## config.mk

```make
export PLATFORM = sky130hd
export DESIGN_NAME = serial_addsub_ctrl
export DESIGN_NICKNAME = d
export VERILOG_FILES = /design/src/rtl/alu_ctrl_pkg.sv /design/src/rtl/nibble_add4.sv /design/src/rtl/serial_addsub_ctrl.sv
export SDC_FILE = /design/constraint.sdc
export NUM_CORES = 1
export LEC_CHECK = 0
export ABC_CLOCK_PERIOD_IN_PS = 4300
export BUFFER_PORTS_ARGS = -buffer_cell sky130_fd_sc_hd__buf_2
export CAP_MARGIN = 20
export CORE_MARGIN = 2
export CORE_UTILIZATION = 42
export DETAILED_ROUTE_END_ITERATION = 10
export PLACE_DENSITY_LB_ADDON = 0.15
export RECOVER_POWER = 50
export SLEW_MARGIN = 20
export SYNTH_ARGS = -nofsm -noshare
export SYNTH_HDL_FRONTEND = slang
export SYNTH_SLANG_ARGS = --single-unit
```

## constraint.sdc

```tcl
create_clock -name i_clk -period 4.3 [get_ports i_clk]
set_clock_uncertainty 0.15 [all_clocks]
set_input_delay 0.43 -clock i_clk [delete_from_list [all_inputs] [get_ports i_clk]]
set_output_delay 0.43 -clock i_clk [all_outputs]
set_load 0.02 [all_outputs]
```

## src/rtl/alu_ctrl_pkg.sv

```systemverilog
// alu_ctrl_pkg: shared FSM state type and slice width for the serial add/sub controller
package alu_ctrl_pkg;
  typedef enum logic [1:0] {IDLE, RUN, DONE} state_t;
  localparam int SLICE_W = 4;
endpackage

```

## src/rtl/nibble_add4.sv

```systemverilog
// nibble_add4: plain 4-bit adder slice (a, b, cin in; sum, cout out)
module nibble_add4 (
  input  logic [3:0] a,
  input  logic [3:0] b,
  input  logic       cin,
  output logic [3:0] sum,
  output logic       cout
);
  assign {cout, sum} = {1'b0, a} + {1'b0, b} + {4'b0, cin};
endmodule

```

## src/rtl/serial_addsub_ctrl.sv

```systemverilog
// serial_addsub_ctrl: nibble-serial add/sub (i_clk, i_rst, i_start/i_sub/i_a/i_b in; o_busy, o_done, o_result, o_carry, o_overflow out)
module serial_addsub_ctrl
  import alu_ctrl_pkg::*;
#(
  parameter int WIDTH  = 16,
  parameter int NSLICE = WIDTH / SLICE_W
) (
  input  logic             i_clk,
  input  logic             i_rst,
  input  logic             i_start,
  input  logic             i_sub,
  input  logic [WIDTH-1:0] i_a,
  input  logic [WIDTH-1:0] i_b,
  output logic             o_busy,
  output logic             o_done,
  output logic [WIDTH-1:0] o_result,
  output logic             o_carry,
  output logic             o_overflow
);
  localparam int IW = (NSLICE > 1) ? $clog2(NSLICE) : 1;
  state_t state_q, state_d;
  logic [IW-1:0] idx_q, idx_d;
  logic carry_q, carry_d, sub_q, sub_d;
  logic [WIDTH-1:0] a_q, a_d, b_q, b_d, res_q, res_d;
  logic [SLICE_W-1:0] sum;
  logic cout, last;
  nibble_add4 u_add (
    .a   (a_q[SLICE_W*idx_q +: SLICE_W]),
    .b   (b_q[SLICE_W*idx_q +: SLICE_W]),
    .cin (carry_q),
    .sum (sum),
    .cout(cout)
  );
  assign last = idx_q == IW'(NSLICE - 1);
  always_comb begin
    state_d = state_q;
    idx_d   = idx_q;
    carry_d = carry_q;
    sub_d   = sub_q;
    a_d     = a_q;
    b_d     = b_q;
    res_d   = res_q;
    if (state_q == IDLE && i_start) begin
      state_d = RUN;
      idx_d   = '0;
      carry_d = i_sub;
      sub_d   = i_sub;
      a_d     = i_a;
      b_d     = i_sub ? ~i_b : i_b;
      res_d   = '0;
    end else if (state_q == RUN) begin
      res_d[SLICE_W*idx_q +: SLICE_W] = sum;
      carry_d = cout;
      idx_d   = last ? idx_q : idx_q + 1'b1;
      state_d = last ? DONE : RUN;
    end else if (state_q == DONE) begin
      state_d = IDLE;
    end
  end
  always_ff @(posedge i_clk) begin
    if (i_rst) begin
      state_q <= IDLE;
      idx_q   <= '0;
      carry_q <= 1'b0;
      sub_q   <= 1'b0;
      a_q     <= '0;
      b_q     <= '0;
      res_q   <= '0;
    end else begin
      state_q <= state_d;
      idx_q   <= idx_d;
      carry_q <= carry_d;
      sub_q   <= sub_d;
      a_q     <= a_d;
      b_q     <= b_d;
      res_q   <= res_d;
    end
  end
  assign o_busy     = state_q != IDLE;
  assign o_done     = state_q == DONE;
  assign o_result   = res_q;
  assign o_carry    = carry_q ^ sub_q;
  assign o_overflow = (a_q[WIDTH-1] == b_q[WIDTH-1]) && (res_q[WIDTH-1] != a_q[WIDTH-1]);
endmodule

```

After elaboration in Yosys (flattened, before gate mapping)

Cells that the tools add are included.

Register bits after elaboration: 54
Bits in latches: 0
Bits in writable memories: 0
Memory bits (read-only): 0
Input port bits: 36
Output and inout port bits: 20
Memories kept: 0

Add/sub/neg operators: 4
Multiply operators: 0
Div/mod/pow operators: 0
Order comparisons: 0
Equality and inequality tests: 5
Shifts and indexed selects: 4
Multiplexer cells: 8
Bitwise operators: 3
Reductions and logical operators: 9

Operators by type and width:

| cell                                                  | count |
|---|---|
| negation 4 -> 34 bit                                  | 1 |
| variable shift 4 x 34 -> 16 bit, first input constant | 1 |
| variable part select 4 x 34 -> 16 bit                 | 1 |
| variable part select 16 x 5 -> 4 bit                  | 2 |
| bitwise mux 16 bit                                    | 1 |
| 2-to-1 mux 16 bit                                     | 1 |
| inverter 16 bit                                       | 1 |
| 2-to-1 mux 2 bit                                      | 3 |
| nonzero test 2 bit                                    | 3 |
| adder 4 x 4 -> 5 bit                                  | 1 |
| adder 5 x 1 -> 5 bit                                  | 1 |
| equality test 2 bit, second input constant            | 2 |
| 2-to-1 mux 1 bit                                      | 3 |
| nonzero test 3 bit                                    | 1 |
| adder 2 x 1 -> 2 bit, second input constant           | 1 |
| equality test 2 x 1 -> 1 bit, second input constant   | 1 |
| logical AND 1 bit                                     | 2 |
| zero test 2 bit                                       | 1 |
| AND reduction 2 bit                                   | 1 |
| OR reduction 2 bit                                    | 1 |
| equality test 1 bit                                   | 1 |
| inequality test 1 bit                                 | 1 |
| inverter 1 bit                                        | 1 |
| XOR 1 bit                                             | 1 |

Logic depth before layout (Yosys ltp)

Gate-level depths: netlist of run 1.

Depth in word-level cells: 5
Depth in mapped cells: 8

Modules after synthesis

A second synthesis of run 1 with hierarchy kept.

Cells, all modules: 284
Area total of the unflattened synthesis: 2608.8 µm²

Modules (own cells, without submodules):

| module             | times used | cells an instance | area each (µm²) | sequential area each (µm²) |
|---|---|---|---|---|
| serial_addsub_ctrl | 1          | 268               | 2464.9          | 1081.0 |
| nibble_add4        | 1          | 16                | 143.9           | 0.0 |

Worst setup path after synthesis of run 1

No wires, ideal clock.

Kind: reg2reg
Start point: register idx_q[0]
End point: register carry_q
Setup time: 0.132 ns
Arrival: 2.429 ns
Data required time: 4.018 ns
Setup slack: 1.589 ns
Stages on the path, launching flop included: 9
Path buffers: 1
Period minus slack after synthesis: 2.711 ns
Cells stage by stage: dfxtp_1 buf_6 mux4_2 fa_1 fa_1 a21oi_1 nor2b_1 o221ai_1 a21oi_1

Word-level cells in the longest chain between the ends: 5
Elaborated cells on any way between the ends: 6
Classes of those cells: 2 x add/sub; 2 x shift; 2 x mux

Ends and longest elaborated chain:

| item                                                           | RTL line                                           | RTL |
|---|---|---|
| start: declaration                                             | serial_addsub_ctrl.sv:22                           | `logic [IW-1:0] idx_q, idx_d;` |
| start signal: assignment                                       | serial_addsub_ctrl.sv:71                           | `idx_q <= idx_d;` |
| variable part select 16 x 5 -> 4 bit, on equally long branches | serial_addsub_ctrl.sv:28, serial_addsub_ctrl.sv:29 |  |
| adder 4 x 4 -> 5 bit (*)                                       | nibble_add4.sv:9                                   | `assign {cout, sum} = {1'b0, a} + {1'b0, b} + {4'b0, cin};` |
| adder 5 x 1 -> 5 bit (*)                                       | nibble_add4.sv:9                                   |  |
| 2-to-1 mux 1 bit (*)                                           | serial_addsub_ctrl.sv:51                           | `end else if (state_q == RUN) begin` |
| 2-to-1 mux 1 bit (*)                                           | serial_addsub_ctrl.sv:43                           | `if (state_q == IDLE && i_start) begin` |
| end signal: assignment                                         | serial_addsub_ctrl.sv:72                           | `carry_q <= carry_d;` |
| end: declaration                                               | serial_addsub_ctrl.sv:23                           | `logic carry_q, carry_d, sub_q, sub_d;` |

Mark *: on every way between the ends. The rest lies on a longest branch, timed or not. The select of a mux whose other input is x is not followed.
A chain may end at the register's enable or synchronous reset.

Final worst setup path of run 1

Start point: register idx_q[0]
End point: register res_q[6], in the netlist o_result[6]

Word-level cells in the longest chain between the ends: 5
Elaborated cells on any way between the ends: 8
Classes of those cells: 3 x add/sub; 4 x shift; 1 x mux

Ends and longest elaborated chain:

| item                                                           | RTL line                                           | RTL |
|---|---|---|
| variable part select 16 x 5 -> 4 bit, on equally long branches | serial_addsub_ctrl.sv:28, serial_addsub_ctrl.sv:29 |  |
| adder 4 x 4 -> 5 bit                                           | nibble_add4.sv:9                                   |  |
| adder 5 x 1 -> 5 bit                                           | nibble_add4.sv:9                                   |  |
| variable part select 4 x 34 -> 16 bit                          | serial_addsub_ctrl.sv:52                           | `res_d[SLICE_W*idx_q +: SLICE_W] = sum;` |
| bitwise mux 16 bit (*)                                         | serial_addsub_ctrl.sv:52                           |  |
| end signal: assignment                                         | serial_addsub_ctrl.sv:76                           | `res_q <= res_d;` |
| end: declaration                                               | serial_addsub_ctrl.sv:24                           | `logic [WIDTH-1:0] a_q, a_d, b_q, b_d, res_q, res_d;` |

Mark *: on every way between the ends. The rest lies on a longest branch, timed or not.

==> flow_metrics.env, run 1 <==
export IMPL_cpPeakStageDelay_ns=0.63
export IMPL_drtPass1Iterations=4
export IMPL_drv_slew=50
export IMPL_die_width_um=82.3
export IMPL_hold_class="in -> reg"
export IMPL_worst_pin_slew_ns=1.94
export IMPL_dp_hpwl_um=3790
export IMPL_crit_path_frequent_cell="fa_1"
export IMPL_drc=0
export IMPL_violations="capacitance limit, slew limit"
export IMPL_cts_sinks=54
export IMPL_hold_start="i_a[6]"
export IMPL_fill_cells=623
export IMPL_layout_drive_gt1_share_pct=18.0
export IMPL_htree_num_levels=2
export IMPL_async_reset_ff_share_pct=0
export IMPL_clk_pin_slew_worst_paths_ns=0.10
export IMPL_critPathCaptureType="register"
export IMPL_numCtsBuffers=5
export IMPL_yosys_cell_count_top_type="dfxtp_1"
export IMPL_ant_nets=0
export IMPL_clock_path_buffers=2
export IMPL_nets=371
export IMPL_totalWireLength_um=5290
export IMPL_peakVddDrop_v=0.000205
export IMPL_path_class="reg -> reg"
export IMPL_port_buffers=55
export IMPL_worstSkewPairLatency_ns=0.31
export IMPL_grt_max_degree=50
export IMPL_power_density_nw_per_um2=359
export IMPL_syn_nets=325
export IMPL_area_growth_pct=13.4
export IMPL_initialDrtViolationCount=90
export IMPL_slowest_stage="mux4_1"
export IMPL_yosysSeqAreaShare_pct=42.0
export IMPL_grt_pass1_vias=1750
export IMPL_start_util_pct=43.5
export IMPL_clockRootBuffer="clkbuf_8"
export IMPL_maxCapViolCount=1
export IMPL_syn_area_per_cell_um2=9.37
export IMPL_die_height_um=82.3
export IMPL_rsz0062_at_grt="false"
export IMPL_vias=2007
export IMPL_final_setup_viol_count=0
export IMPL_post_synth_top_area_cell="dfxtp_1"
export IMPL_core_area_um2=5920
export IMPL_crit_chain="mux4_1 > fa_1 > fa_1 > xor2_1 > a22oi_1 > nor2_1"
export IMPL_utilization_pct=49.3
export IMPL_antenna_found_initial=0
export IMPL_synthCells=275
export IMPL_postCtsSetupRepairBufs=0
export IMPL_worstPathMaxFanout=6
export IMPL_grt_use_total_pct=16.3
export IMPL_r2r_start="idx_q[0]$_SDFFE_PP0P_"
export IMPL_worstHoldPathCells=3
export IMPL_power_leakage_nw=1.13
export IMPL_post_route_min_period_ns=2.87
export IMPL_yosysTopAreaCellShare_pct=42.0
export IMPL_cts_tree="yes"
export IMPL_io_pins=56
export IMPL_netlist_area_um2=2580
export IMPL_die_area_um2=6780
export IMPL_regToRegEndpoint="o_result[6]$_SDFFE_PP0P_"
export IMPL_hold_viol=0
export IMPL_yosys_warnings=0
export IMPL_min_to="a_q[6]$_SDFFE_PP0P_"
export IMPL_num_rows=28
export IMPL_fin_crit_sh_pct=66.7
export IMPL_arrival_ns=2.95
export IMPL_maxSlewHeadroom_pct=-29.6
export IMPL_status="finished with violations"
export IMPL_overflow=0
export IMPL_synth_flop_cell="dfxtp_1"
export IMPL_netlist_top_cells_count="54 x dfxtp_1, 46 x nand2_1, 36 x nor2_1"
export IMPL_fmax_mhz=349
export IMPL_grt_pass1_wl_um=8400
export IMPL_reg2regPathDepth=6
export IMPL_synth_edf_count=0
export IMPL_cts_hold_repair_buffers=0
export IMPL_start_kind="register"
export IMPL_gp_congestion=0.848
export IMPL_via_per_inst=5.06
export IMPL_ys_types=35
export IMPL_crit_required_ns=4.39
export IMPL_avgRoutedWirePerCell_um=13.3
export IMPL_ys_seq_elements=54
export IMPL_finalSetupTns_ns=0
export IMPL_reg2reg_slack_ns=1.43
export IMPL_synth_area_top_cells="dfxtp_1 42%, nand2_1 6.7%, mux4_2 6.1%"
export IMPL_cts_resized=0
export IMPL_num_antenna_cells=0
cell families (layout without fill, tap and decap cells):
kind of cell / Yosys count / after routing / synth area share (%)
xor gates and xnor gates: 19 / 19 / 6.46
and+or+nand+nor: 99 / 99 / 17.7
DFF: 54 / 54 / 42.0
buffers and inverters: 23 / 70 / 4.71
AOI/OAI and AO/OA: 58 / 58 / 14.6
muxes: 8 / 8 / 7.14
adders and majority gates: 14 / 14 / 7.38
layout by cell type, fill, tap and decap left out:
cell,synthesis,final
and3_1,1,1
inv_1,5,5
or3_4,1,1
o21ai_0,2,2
nor4b_4,1,1
a22oi_1,12,12
a211oi_1,17,17
dfxtp_1,54,54
a21oi_2,1,1
buf_2,9,36
ha_1,12,12
buf_4,2,1
clkbuf_1,4,21
nor2_1,36,36
nand2b_1,2,2
and2b_1,1,1
a21oi_1,23,23
clkbuf_8,0,6
xnor2_1,17,17
and2_0,0,1
clkinv_2,0,1
o221ai_1,1,1
nor2b_1,2,2
mux4_2,7,7
nand2_1,46,46
xor2_1,2,2
nand3b_2,1,1
nand3_1,4,4
nand4b_1,1,1
fa_1,2,2
mux4_1,1,1
a21o_1,1,1
nor3b_4,1,1
nand3_2,1,1
o21ai_2,1,1
flip-flops by register name (all words and copies together) (netlist names):
| signal | cells |
|---|---|
| a_q | 16 |
| b_q | 16 |
| o_result | 16 |
| idx_q | 2 |
| state_q | 2 |
| carry_q | 1 |
| sub_q | 1 |
layer usage:
layer / track usage [%] / up-vias / wire length [µm]
met5: 0 / - / 0
met4: 6.00 / 0 / 43
met1: 22.0 / 913 / 2460
met3: 3.26 / 4 / 248
li1: - / 1033 / -
met2: 25.8 / 57 / 2530
worst max path at each step:
| stage | start | end | slack [ns] | depth (start not counted) |
|---|---|---|---|---|
| after global routing | state_q[1]$_SDFFE_PP0P_ | carry_q$_SDFFE_PP0P_ | 1.12 | 6 |
| after CTS | idx_q[0]$_SDFFE_PP0P_ | o_result[10]$_SDFFE_PP0P_ | 1.45 | 6 |
| after detailed placement | idx_q[0]$_SDFFE_PP0P_ | o_result[10]$_SDFFE_PP0P_ | 1.47 | 6 |
| after floorplan | idx_q[0]$_SDFFE_PP0P_ | carry_q$_SDFFE_PP0P_ | 1.59 | 8 |
| final | idx_q[0]$_SDFFE_PP0P_ | o_result[6]$_SDFFE_PP0P_ | 1.43 | 6 |
| after global placement | idx_q[0]$_SDFFE_PP0P_ | o_result[14]$_SDFFE_PP0P_ | 1.55 | 6 |
metrics by stage:
stage | total power, mW | setup slack [ns] | cells | instance area (µm²) | hold slack (ns)
4_1_cts | 1.06 | 1.45 | 397 | 2950 | 0.198
6_report | 1.05 | 1.43 | 397 | 2920 | 0.206
3_3_place_gp | 0.769 | 1.55 | 389 | 2860 | 0.291
2_1_floorplan | 0.715 | 1.59 | 275 | 2580 | 0.282
5_1_grt | 1.10 | 1.12 | 397 | 2920 | 0.196
3_5_place_dp | 0.772 | 1.47 | 389 | 2860 | 0.297
where the power goes:
part	total, mW	switching (mW)	internal, mW
clock	0.291	0.161	0.130
combinational	0.206	0.116	0.0894
sequential	0.552	0.0216	0.530
total	1.05	0.299	0.750
worst max-delay path: cells and delay by family (launching register included):
family | cells | cell delay (ns)
xor gates and xnor gates | 1 | 0.36
adders and majority gates | 2 | 0.86
muxes | 1 | 0.63
AOI/OAI and AO/OA | 1 | 0.16
DFF | 1 | 0.54
and+or+nand+nor | 1 | 0.10
area by class of cell:
type | count | area [µm²] | area share, %
Clock buffer | 7 | 86.3 | 2.96
Timing Repair Buffer | 57 | 263 | 8.99
Clock inverter | 1 | 5.00 | 0.171
Tap cell | 75 | 93.8 | 3.21
Sequential cell | 54 | 1080 | 37.0
Multi-Input combinational cell | 198 | 1370 | 47.0
Inverter | 5 | 18.8 | 0.642
No activity file was read; power rests on OpenSTA's default activity.
==> inputs of run 2 (changes only) <==
Settings changed: ABC_CLOCK_PERIOD_IN_PS 4300 to 2700.
Clock period 4.3 ns to 2.7 ns, I/O delays scaled along.
==> run 2 against run 1 <==
Compared with the run above:
- the run now ends clean
- sequential share of layout area is 0.75 points lower
- fmax increased by 13%
- core utilization up 1.1 points
- count of clock-buffer cells in the layout did not move
- non-clock buffer count increased by 6
- die area did not move
- critical path type unchanged
- largest cell class unchanged
- largest power group unchanged
- highest routed layer unchanged
==> flow_metrics.env, run 2 (same netlist as run 1, synthesis figures left out) <==
export IMPL_crit_required_ns=2.73
export IMPL_post_place_ws_ns=0.129
export IMPL_start_util_pct=43.5
export IMPL_power_leakage_nw=1.16
export IMPL_worstSkewPairLatency_ns=0.30
export IMPL_cts_tree="yes"
export IMPL_hold_viol=0
export IMPL_fin_crit_sh_pct=93.7
export IMPL_gp_congestion=0.779
export IMPL_seq_power_share_pct=49.8
export IMPL_status="finished, final reports clean"
export IMPL_initialDrtViolationCount=71
export IMPL_core_area_um2=5920
export IMPL_fmax_mhz=395
export IMPL_grt_pass1_vias=1939
export IMPL_overflow=0
export IMPL_drc=0
export IMPL_top_layer="met4"
export IMPL_dp_hpwl_um=3870
export IMPL_nets=377
export IMPL_drv_slew=0
export IMPL_maxCapViolCount=0
export IMPL_vias=2027
export IMPL_final_common_cell="dfxtp_1"
export IMPL_cpPeakStageDelay_ns=0.58
export IMPL_p_int_mw=1.27
export IMPL_arrival_ns=2.56
export IMPL_critPathCaptureType="register"
export IMPL_clk_pin_slew_worst_paths_ns=0.10
export IMPL_peakVddDrop_v=0.000267
export IMPL_hold_class="in -> reg"
export IMPL_path_buf_inv=1
export IMPL_routed_wl_met2_um=2540
export IMPL_cts_sinks=54
export IMPL_grt_max_degree=40
export IMPL_worstPathMaxFanout=4
export IMPL_start_kind="register"
export IMPL_num_rows=28
export IMPL_grt_use_total_pct=17.2
export IMPL_antenna_found_initial=0
export IMPL_slowest_stage="mux4_1"
export IMPL_p_comb_share_pct=19.5
export IMPL_grt_pass1_wl_um=8910
export IMPL_p_sw_share_pct=27.3
export IMPL_dp_cells=395
export IMPL_htree_num_levels=2
export IMPL_drt_met1_wl_um=2550
export IMPL_most_common_layout_cells="53 x dfxtp_1, 46 x nand2_1, 36 x nor2_1"
export IMPL_finalSetupTns_ns=0
export IMPL_postCtsSetupRepairBufs=0
export IMPL_num_antenna_cells=0
export IMPL_io_pins=56
export IMPL_avgRoutedWirePerCell_um=13.2
export IMPL_stdcell_area_um2=2990
export IMPL_worst_pin_slew_ns=0.723
export IMPL_port_buffers=55
export IMPL_maxSlewHeadroom_pct=51.8
export IMPL_setup_slack_ns=0.171
export IMPL_placed_cell_area_um2=2920
export IMPL_die_area_um2=6780
export IMPL_crit_chain="mux4_1 > fa_1 > fa_2 > xor2_1 > buf_4 > a22oi_1 > nor2_1"
export IMPL_path_class="reg -> reg"
export IMPL_finalNonFillerCells=403
export IMPL_area_growth_pct=15.9
export IMPL_p_sw_uw=479
export IMPL_die_height_um=82.3
export IMPL_layout_drive_gt1_share_pct=19.8
export IMPL_drtPass1Iterations=4
export IMPL_wl_met3_um=209
export IMPL_final_setup_viol_count=0
export IMPL_utilization_pct=50.4
export IMPL_pwr_share_clk_pct=30.7
export IMPL_die_width_um=82.3
export IMPL_post_route_min_period_ns=2.53
export IMPL_via_per_inst=5.03
export IMPL_power_mw=1.75
export IMPL_hold_slack_ns=0.0399
export IMPL_totalWireLength_um=5330
export IMPL_cp_top_family="adder cells"
export IMPL_ant_nets=0
export IMPL_rsz0062_at_grt="false"
export IMPL_clock_path_buffers=2
export IMPL_power_density_nw_per_um2=587
export IMPL_clockRootBuffer="clkbuf_8"
export IMPL_numCtsBuffers=5
-- run 2: changes by cell type in the layout (fill, tap and decap cells not counted), sizes merged --
cell	delta
bufinv	+1
clkinv	-1
clkbuf	+1
buf	+5
-- run 2: worst paths after layout --
kind / startpoint / end / slack [ns] / cells after the start
setup / recovery: idx_q[0]$_SDFFE_PP0P_ / o_result[2]$_SDFFE_PP0P_ / 0.17 / 7
hold / removal: i_a[10] / a_q[10]$_SDFFE_PP0P_ / 0.04 / 3
setup reg to reg: idx_q[0]$_SDFFE_PP0P_ / o_result[2]$_SDFFE_PP0P_ / 0.17 / 7
hold reg to reg: a_q[13]$_SDFFE_PP0P_ / a_q[13]$_SDFFE_PP0P_ / 0.31 / 2
-- run 2: power groups by stage --
| stage | Clock (mW) | Combinational (mW) | Sequential [mW] |
|---|---|---|---|
| after floorplan | 0 | 0.251 | 0.888 |
| after global placement | 0 | 0.349 | 0.892 |
| after detailed placement | 0 | 0.352 | 0.893 |
| after CTS | 0.555 | 0.353 | 0.874 |
| after global routing | 0.590 | 0.385 | 0.881 |
| final | 0.538 | 0.341 | 0.873 |
-- run 2: routing by layer --
metal | track usage [%] | vias up
met1 | 22.5 | 937
met5 | 0 | -
li1 | - | 1049
met3 | 4.67 | 3
met4 | 3.50 | 0
met2 | 28.5 | 38
-- run 2: what timing repair did --
item,in CTS,in global routing
setup endpoints to repair,0,2
hold buffers,0,0
gates resized for setup,0,1
-- run 2: final cells by class --
type	instances	area, µm²
Inverter	5	18.8
Tap cell	75	93.8
Clock inverter	1	30.0
Fill cell	627	2940
Timing Repair Buffer	63	308
Sequential cell	54	1080
Clock buffer	7	76.3
Multi-Input combinational cell	198	1380
-- run 2: tightest hold or removal path, stage by stage --
cell	delay, ns
buf_2	0.09
nand2_1	0.04
a21oi_1	0.05
==> inputs of run 3 (changes only) <==
Settings changed: ABC_CLOCK_PERIOD_IN_PS 2700 to 2200.
Clock period 2.7 ns to 2.2 ns, I/O delays scaled along.
==> run 3 against run 2 <==
Compared with the run above:
- the flow now finishes with violations (setup timing)
- setup slack worse by 0.34 ns
- final cell count is 3.7% higher
- sequential power is 23% higher
- register-to-register slack worse by 0.34 ns
- sequential share of layout area is 2.2 points lower
- first-iteration DRC count is 35% higher
- fmax is 6.6% higher
- via count is 2.0% higher
- worst hold slack worse by 0.036 ns
- flip-flop and latch count stayed put
- design area is 6.7% higher
- wire length is 0.75% higher
- largest cell class unchanged
- highest routed layer unchanged
==> flow_metrics.env, run 3 (same netlist as run 1, synthesis figures left out) <==
export IMPL_cts_sinks=54
export IMPL_die_area_um2=6780
export IMPL_vias=2068
export IMPL_dp_hpwl_um=3910
export IMPL_reg2reg_slack_ns=-0.17
export IMPL_clk_pin_slew_worst_paths_ns=0.10
export IMPL_worstPathMaxFanout=6
export IMPL_drc=0
export IMPL_overflow=0
export IMPL_drv_slew=0
export IMPL_grt_use_total_pct=16.9
export IMPL_antenna_found_initial=0
export IMPL_layout_drive_gt1_share_pct=23.3
export IMPL_crit_required_ns=2.25
export IMPL_nets=393
export IMPL_area_growth_pct=23.6
export IMPL_maxCapViolCount=0
export IMPL_post_route_min_period_ns=2.37
export IMPL_num_rows=28
export IMPL_final_setup_viol_count=13
export IMPL_path_buf_inv=1
export IMPL_totalWireLength_um=5370
export IMPL_drtPass1Iterations=4
export IMPL_num_antenna_cells=0
export IMPL_power_mw=2.17
export IMPL_port_buffers=55
export IMPL_cts_tree="yes"
export IMPL_clockRootBuffer="clkbuf_8"
export IMPL_arrival_ns=2.42
export IMPL_peakVddDrop_v=0.000306
export IMPL_initialDrtViolationCount=96
export IMPL_critPathCaptureType="register"
export IMPL_path_class="reg -> reg"
export IMPL_hold_viol=0
export IMPL_die_height_um=82.3
export IMPL_grt_pass1_wl_um=8740
export IMPL_grt_pass1_vias=1900
export IMPL_status="finished with violations"
export IMPL_start_util_pct=43.5
export IMPL_placed_cell_area_um2=2970
export IMPL_violations="setup timing"
export IMPL_power_density_nw_per_um2=682
export IMPL_most_common_layout_cells="53 x dfxtp_1, 46 x nand2_1, 36 x nor2_1"
export IMPL_fin_crit_sh_pct=108
export IMPL_hold_class="in -> reg"
export IMPL_utilization_pct=53.8
export IMPL_die_width_um=82.3
export IMPL_ant_nets=0
export IMPL_numCtsBuffers=5
export IMPL_via_per_inst=4.95
export IMPL_avgRoutedWirePerCell_um=12.8
export IMPL_grt_max_degree=40
export IMPL_final_common_cell="dfxtp_1"
export IMPL_setup_slack_ns=-0.171
export IMPL_fmax_mhz=422
export IMPL_crit_chain="buf_6 > mux4_2 > ha_1 > and3_1 > or3_4 > nand3_1 > a21oi_1"
export IMPL_fill_cells=578
export IMPL_clock_path_buffers=2
export IMPL_finalSetupTns_ns=-1.92
export IMPL_rsz0062_at_grt="true"
export IMPL_hold_slack_ns=0.00369
export IMPL_post_place_ws_ns=-0.275
export IMPL_cpPeakStageDelay_ns=0.52
export IMPL_worst_pin_slew_ns=0.703
export IMPL_power_leakage_nw=1.22
export IMPL_finalNonFillerCells=418
export IMPL_slowest_stage="mux4_2"
export IMPL_cp_top_family="simple AND/OR/NAND/NOR gates"
export IMPL_maxSlewHeadroom_pct=53.1
export IMPL_multiInputGateArea_um2=1420
export IMPL_stdcell_area_um2=3180
export IMPL_gp_congestion=0.784
export IMPL_htree_num_levels=2
export IMPL_io_pins=56
export IMPL_core_area_um2=5920
export IMPL_seq_area_um2=1080
export IMPL_dp_cells=401
export IMPL_start_kind="register"
export IMPL_worstSkewPairLatency_ns=0.30
run 3: final cells by class:
| cell class | count | share of cell area [%] |
|---|---|---|
| clock buffer | 7 | 3.38 |
| inverter | 5 | 0.589 |
| multi-input combinational | 198 | 44.7 |
| sequential | 54 | 34.1 |
| tap | 75 | 2.95 |
| timing repair buffer | 79 | 14.3 |
run 3: power by group:
| group | leakage [nW] | internal [mW] | switching, mW |
|---|---|---|---|
| Combinational | 0.725 | 0.217 | 0.251 |
| Sequential | 0.443 | 1.04 | 0.0356 |
| Clock | 0.0555 | 0.319 | 0.314 |
| Total | 1.22 | 1.57 | 0.601 |
run 3: worst paths after layout:
check / cells past startpoint / start / end
worst max-delay path: 7 / idx_q[0]$_SDFFE_PP0P_ / o_result[3]$_SDFFE_PP0P_
worst min-delay path: 3 / i_a[3] / a_q[3]$_SDFFE_PP0P_
worst max register to register: 7 / idx_q[0]$_SDFFE_PP0P_ / o_result[3]$_SDFFE_PP0P_
worst min register to register: 2 / a_q[1]$_SDFFE_PP0P_ / a_q[1]$_SDFFE_PP0P_
run 3: tightest hold or removal path: cells and delay by family:
family          cells  cell delay [ns]
compound gates      1             0.05
buf+inv             1             0.10
simple gates        1             0.05
run 3: per-layer routing:
layer  vias to the layer above  GRT usage [%]  part of all wire [%]
met3                         4           3.26                   3.3
met2                        33           27.1                    47
li1                       1074              -                     -
met4                         0           5.67                  0.88
met1                       957           22.9                    48
met5                         -              0                     0
run 3: timing repair:
item,4_1_cts,5_1_grt
setup buffers,0,0
hold endpoints to repair,12,0
pin swaps,0,3
hold buffers,11,0
gates cloned,0,0
gates resized for setup,5,4
endpoints found under the setup margin,13,13
